===== src/rtl/serial_parity_tx_if.sv =====
// ---------------------------------------------------------------------------
// serial_parity_tx_if
// Bundles the parallel-word handshake and the serial output of the
// parity-framing transmitter.
//   din       : parallel word offered by the producer
//   load      : producer valid; a word is taken when load && ready
//   ready     : transmitter can take a word this cycle
//   out       : serial data / parity bit
//   out_valid : out carries a data or parity bit
//   last      : out carries the parity bit (final bit of the frame)
// master = producer / line observer, slave = transmitter.
// ---------------------------------------------------------------------------
interface serial_parity_tx_if #(
  parameter int WIDTH = 8
);
  logic [WIDTH-1:0] din;
  logic             load;
  logic             ready;
  logic             out;
  logic             out_valid;
  logic             last;

  modport master (
    output din, load,
    input  ready, out, out_valid, last
  );

  modport slave (
    input  din, load,
    output ready, out, out_valid, last
  );
endinterface


===== src/rtl/serial_parity_tx.sv =====
// ---------------------------------------------------------------------------
// serial_parity_tx
// Takes a parallel word over a valid/ready handshake and sends it MSB first,
// one bit per clock, followed by a single parity bit. A new word may be
// accepted during the parity cycle, so back-to-back frames have no gap.
// Ports:
//   clk  : system clock, rising edge
//   rst  : asynchronous active-high reset, clears all state and outputs
//   bus  : slave side of serial_parity_tx_if (din, load in; ready, out,
//          out_valid, last out)
// Parameters:
//   WIDTH : data bits per frame (>= 2)
//   ODD   : 0 = even parity, 1 = odd parity
// ---------------------------------------------------------------------------
module serial_parity_tx #(
  parameter int WIDTH = 8,
  parameter bit ODD   = 1'b0
) (
  input  logic                clk,
  input  logic                rst,
  serial_parity_tx_if.slave   bus
);

  localparam int CNT_W = $clog2(WIDTH) + 1;

  localparam logic [1:0] S_IDLE   = 2'd0;
  localparam logic [1:0] S_DATA   = 2'd1;
  localparam logic [1:0] S_PARITY = 2'd2;

  logic [1:0]       state_q, state_d;
  logic [WIDTH-1:0] shreg_q, shreg_d;
  logic [CNT_W-1:0] cnt_q,   cnt_d;
  logic             par_q,   par_d;
  logic             out_q,   out_d;
  logic             vld_q,   vld_d;
  logic             last_q,  last_d;

  logic             ready;
  logic             accept;
  logic             nxt_bit;

  assign ready   = (state_q == S_IDLE) || (state_q == S_PARITY);
  assign accept  = bus.load && ready;
  // shreg_q[WIDTH-1] is the bit currently on the line; the one below it is next
  assign nxt_bit = shreg_q[WIDTH-2];

  always_comb begin
    state_d = state_q;
    shreg_d = shreg_q;
    cnt_d   = cnt_q;
    par_d   = par_q;
    out_d   = 1'b0;
    vld_d   = 1'b0;
    last_d  = 1'b0;

    if (accept) begin
      // MSB goes out on the accepting edge itself; cnt counts bits still to send
      state_d = S_DATA;
      shreg_d = bus.din;
      cnt_d   = CNT_W'(WIDTH - 1);
      par_d   = ODD ^ bus.din[WIDTH-1];
      out_d   = bus.din[WIDTH-1];
      vld_d   = 1'b1;
    end else begin
      case (state_q)
        S_DATA: begin
          if (cnt_q != '0) begin
            shreg_d = shreg_q << 1;
            cnt_d   = cnt_q - 1'b1;
            par_d   = par_q ^ nxt_bit;
            out_d   = nxt_bit;
            vld_d   = 1'b1;
          end else begin
            // din[0] has been on the line for one cycle; emit parity
            state_d = S_PARITY;
            out_d   = par_q;
            vld_d   = 1'b1;
            last_d  = 1'b1;
          end
        end
        S_PARITY: begin
          state_d = S_IDLE;
        end
        default: begin
          state_d = S_IDLE;
        end
      endcase
    end
  end

  always_ff @(posedge clk or posedge rst) begin
    if (rst) begin
      state_q <= S_IDLE;
      shreg_q <= '0;
      cnt_q   <= '0;
      par_q   <= 1'b0;
      out_q   <= 1'b0;
      vld_q   <= 1'b0;
      last_q  <= 1'b0;
    end else begin
      state_q <= state_d;
      shreg_q <= shreg_d;
      cnt_q   <= cnt_d;
      par_q   <= par_d;
      out_q   <= out_d;
      vld_q   <= vld_d;
      last_q  <= last_d;
    end
  end

  assign bus.ready     = ready;
  assign bus.out       = out_q;
  assign bus.out_valid = vld_q;
  assign bus.last      = last_q;

endmodule


===== src/flat_wrapper.sv =====
// flat-port wrapper written by rule: the top's interface ports become plain ports
module serial_parity_tx_flat 
#(
  parameter int WIDTH = 8,
  parameter bit ODD   = 1'b0
)
  (clk, rst, bus_din, bus_load, bus_ready, bus_out, bus_out_valid, bus_last);
  serial_parity_tx_if #(.WIDTH(WIDTH)) bus_i ();
  input  logic clk;
  input  logic rst;
  input wire logic [$bits(bus_i.din)-1:0] bus_din;
  input wire logic [$bits(bus_i.load)-1:0] bus_load;
  output wire logic [$bits(bus_i.ready)-1:0] bus_ready;
  output wire logic [$bits(bus_i.out)-1:0] bus_out;
  output wire logic [$bits(bus_i.out_valid)-1:0] bus_out_valid;
  output wire logic [$bits(bus_i.last)-1:0] bus_last;
  assign bus_i.din = bus_din;
  assign bus_i.load = bus_load;
  assign bus_ready = bus_i.ready;
  assign bus_out = bus_i.out;
  assign bus_out_valid = bus_i.out_valid;
  assign bus_last = bus_i.last;
  serial_parity_tx #(.WIDTH(WIDTH), .ODD(ODD)) u_core (.clk(clk), .rst(rst), .bus(bus_i));
endmodule

===== config.mk =====
export PLATFORM = sky130hd
export DESIGN_NAME = serial_parity_tx_flat
export DESIGN_NICKNAME = d
export VERILOG_FILES = /design/src/rtl/serial_parity_tx_if.sv /design/src/rtl/serial_parity_tx.sv /design/src/flat_wrapper.sv
export SDC_FILE = /design/constraint.sdc
export NUM_CORES = 1
export LEC_CHECK = 0
export ABC_AREA = 1
export BUFFER_PORTS_ARGS = -buffer_cell sky130_fd_sc_hd__clkbuf_2
export CORE_AREA = 2 2 80 44
export DETAILED_ROUTE_END_ITERATION = 8
export DIE_AREA = 0 0 82 46
export GPL_TIMING_DRIVEN = 1
export PLACE_DENSITY_LB_ADDON = 0.05
export SLEW_MARGIN = 5
export SYNTH_ARGS = -nofsm -noshare
export SYNTH_HDL_FRONTEND = slang
export SYNTH_SLANG_ARGS = --single-unit

===== constraint.sdc =====
create_clock -name clk -period 1.4 [get_ports clk]
set_input_delay 0.14 -clock clk [delete_from_list [all_inputs] [get_ports clk]]
set_output_delay 0.14 -clock clk [all_outputs]
set_load 0.005 [all_outputs]

Word-level counts from Yosys, hierarchy flattened
Cells that the tools add are included.

Bitwise gates (word level): 1. Equal/unequal tests: 3. Reduce and logical (&&, ||, !) cells: 7. Add/sub/neg operators: 1. Mux-type cells: 20.

Operators by type and width (number): $mux W7 (3); $mux W4 (3); $mux W1 (11); $mux W2 (3); $reduce_bool A2 Y1 (2); $reduce_bool A4 Y1 (1); $sub A4 B1 Y4 const B (1); $ne A3 B2 Y1 const B (1); $eq A2 B1 Y1 const B (1); $eq A2 B2 Y1 const B (1); $logic_not A2 Y1 (1); $reduce_and A2 Y1 (1); $logic_and A1 B1 Y1 (1); $logic_or A1 B1 Y1 (1); $xor A1 B1 Y1 (1).

Bits in registers: 17. Output and inout bits: 4. Bits of input ports: 11.

Longest topological paths before layout
Depth in word-level cells: 5. Depth in mapped cells: 8. Gate-level depth less buffers: 8.

Worst setup path after synthesis
Ideal clock, no wire load.

Path kind: register to register. Start point: register u_core.cnt_q[0]. End point: register u_core.cnt_q[1]. Data required time: 1.283 ns. Slack: 0.162 ns. Clock period less this slack: 1.238 ns. Setup time: 0.117 ns. Cell stages (with the launch flop): 9. Buffers on the path: 1. Data arrival time: 1.121 ns. Cells stage by stage: dfrtp_1 > inv_1 > ha_1 > nand2_2 > nand2_4 > nand2_4 > buf_6 > nand2_1 > o21ai_2.

Word-level cells in the longest chain between the ends: 4. Elaborated cells on any way between the ends: 7.

Ends and longest elaborated chain: start, declared (RTL line serial_parity_tx.sv:32) `logic [CNT_W-1:0] cnt_q, cnt_d;`; start signal, assigned (RTL line serial_parity_tx.sv:103) `cnt_q <= cnt_d;`; $sub A4 B1 Y4 (RTL line serial_parity_tx.sv:69) `cnt_d = cnt_q - 1'b1;`; $mux W4 (RTL line serial_parity_tx.sv:67) `if (cnt_q != '0) begin`; $mux W4 (RTL line serial_parity_tx.sv:65) `case (state_q)`; $mux W4 (RTL line serial_parity_tx.sv:56) `if (accept) begin`.

Several ways; a longest one is shown, not always the timed one. The select of a mux whose other input is x is not followed. A chain may end at the register's enable or synchronous reset.

Final worst setup path
Start point: register u_core.cnt_q[1]. End point: register u_core.shreg_q[5].

Word-level cells in the longest chain between the ends: 3.

Ends and longest elaborated chain: $reduce_bool A4 Y1 (RTL line serial_parity_tx.sv:67); $reduce_bool A2 Y1 (no line); $reduce_and A2 Y1 (no line); end signal, assigned (RTL line serial_parity_tx.sv:102) `shreg_q <= shreg_d;`; end, declared (RTL line serial_parity_tx.sv:31) `logic [WIDTH-1:0] shreg_q, shreg_d;`.

Every way passes these cells.

==> run summary <==
I/O Buffers -> 14
HP Class -> in2reg
Slew @ Worst Pin -> 235 ps
Setup bufs post-CTS -> 0
Total core area -> 0.00315 mm^2
Antenna Nets Post-Route -> 0
PwrDens -> 2250 mW/mm^2
Residual DRC -> 0
Crit end category -> flop
Slowest-stage cell, CP -> dfrtp_1
Worst path cell trace -> inv_1 > ha_4 > nand2_2 > nand2_4 > nand2_8 > inv_4 > nand2_1 > nand2_1
Die Y -> 46 um
Vias in the first global route -> 677
Final Hold Fails -> 0
Synthesis-to-layout area growth -> 23.5%
Cell mode on critical path -> nand2_1
Pleak -> 0.593 nW
Buffers plus inverters on the worst setup path -> 2
Crit path time final -> 1260 ps
R2R depth -> 8
Row count -> 15
Outcome -> completed
TritonCTS Buffers -> 3
Seq/Total Area, Yosys -> 48.8%
Top cell type's share of synthesized area -> 48.8%
Setup violations, final -> 0
Max Freq -> 792 MHz
Layout Utilization -> 34.2%
Clock sinks -> 17
Hold Path Stages -> 3
Top-Level Pins -> 15
Post-synth top area cell -> dfrtp_1
Synth Cell Area -> 872 um^2
First-pass GRT wire length -> 3.11 mm
Most frequent cells in the layout -> nand2_1, inv_1, dfrtp_1
Layout Nets -> 141
CTS tree -> done
Crit path max-delay family -> simple AND/OR/NAND/NOR gates
Main area contributors after synthesis -> dfrtp_1, nand2_1, inv_1
Commonest non-fill, non-tap cell in the layout -> nand2_1
Design area -> 0.00108 mm^2
Mapped Nets -> 120
Pin count of the biggest net entering global routing -> 18
Clk root buf -> clkbuf_8
Warnings, synthesis -> 0
Iter 0 DRT Violations -> 25
# diodes -> 0
Overflow after GRT -> 0
Die Footprint -> 0.00377 mm^2
Clock transition at the registers of the reported paths -> 70 ps
Max-slew violations -> 0
Max VDD drop -> 522 uV
Later-pin clock latency in the skew report -> 250 ps
Worst Path Class, Setup -> reg2reg
CP max FO -> 12
Yosys reg bits -> 17
Vias per inst -> 4.10
Overall Global Routing Usage -> 11.3%
Skew final -> 4.91 ps
Worst EP required -> 1590 ps
Slowest cell delay on critical path -> 380 ps
Placed Area -> 995 um^2
Vias -> 697
Setup TNS -> 0 ps
Worst path arrival time -> 1460 ps
Post-Syn Area per Cell -> 8.07 um^2
Antenna violations before repair -> 0
RSZ-0062 raised after global routing -> no
Rel. slew slack -> 84.3%
WP depth -> 8
Clock tree buffer depth -> 2
Synth cell types -> 16
Period utilization -> 90.2%
DR WL/cell -> 10.6 um
Max_cap viols -> 0
Htree depth -> 1
Initial DRT Pass Iterations -> 4
Synth Instances -> 108
HPWL after DPL -> 1.35 mm
Share of cells above drive strength 1 -> 27.3%
Gpl congestion -> 0.625
Initial Util -> 27.7%
CP Launch Type -> flop
Drt total wl -> 1.80 mm
Die width -> 82 um
synthesized netlist by cell type:
cell / instances
inv_1: 20
xnor2_1: 1
dfrtp_1: 17
inv_2: 1
nand2_4: 3
buf_6: 2
nand2_1: 33
nand4_1: 1
nor2_1: 13
o21ai_2: 7
nor2_2: 1
ha_1: 1
nand2_2: 1
nand3_1: 3
a21oi_1: 3
o211ai_1: 1
worst reg2reg max path: stages (launching register included):
cell     delay [ps]
dfrtp_1         380
inv_1           130
ha_4            180
nand2_2          80
nand2_4         100
nand2_8         100
inv_4           110
nand2_1          60
nand2_1          60
final timing paths:
check,start,to,slack (ps)
worst max-delay path,u_core.cnt_q[1],u_core.shreg_q[5],140
worst min-delay path,bus_din[0],u_core.shreg_q[0],100
worst max register to register,u_core.cnt_q[1],u_core.shreg_q[5],140
worst min register to register,u_core.shreg_q[2],u_core.shreg_q[2],480
max in group asynchronous,rst,u_core.cnt_q[2],770
min in group asynchronous,rst,u_core.cnt_q[0],430
registers in the layout (all words and copies together) (netlist names):
signal and cells:
u_core.state_q 2, u_core.bus.out 1, u_core.cnt_q 4, u_core.par_q 1, u_core.bus.out_valid 1, u_core.bus.last 1
u_core.shreg_q 7
per-layer routing:
metal | GRT usage (%) | up-vias | wire length, um
met2 | 17.2 | 12 | 807
li1 | - | 363 | -
met5 | 0 | - | 0
met1 | 15.0 | 320 | 897
met4 | 4.00 | 0 | 9
met3 | 4.17 | 2 | 84
timing repair:
action                     CTS  global route
hold buffers                 1             0
hold endpoints to repair    17             0
resized for setup            0             5
setup endpoints to repair    0             9
final cells by class:
cell class	instances	area, um^2
timing repair buffer	18	103
inverter	21	81.3
tap	42	52.6
multi-input combinational	68	370
sequential	17	425
clock buffer	4	45.0
fill	356	2080
logic make-up (layout without fill, tap and decap cells):
group,count (synthesis),after routing,synth area share [%]
flip-flops,17,17,48.8
XOR/XNOR,1,1,1.00
AO/OA/AOI/OAI,11,11,9.61
buffers and inverters,23,43,11.6
adder cells (fa/ha/maj),1,1,1.43
AND/OR/NAND/NOR,55,55,27.5
through the flow:
step	worst slack [ps]	hold slack, ps	cells	power [W]
2_1_floorplan	162	66.1	108	0.00173
3_3_place_gp	74.8	155	165	0.00196
3_5_place_dp	37.6	157	165	0.00197
4_1_cts	17.9	91.1	170	0.00236
5_1_grt	19.6	112	170	0.00267
6_report	137	98.4	170	0.00242
report_power, final:
group          internal, W  total (W)  switching [W]
Combinational     0.000473    0.00123       0.000757
Clock             0.000202   0.000371       0.000169
Sequential        0.000706   0.000820       0.000114
Note: power is estimated with default switching activity, not from simulation.
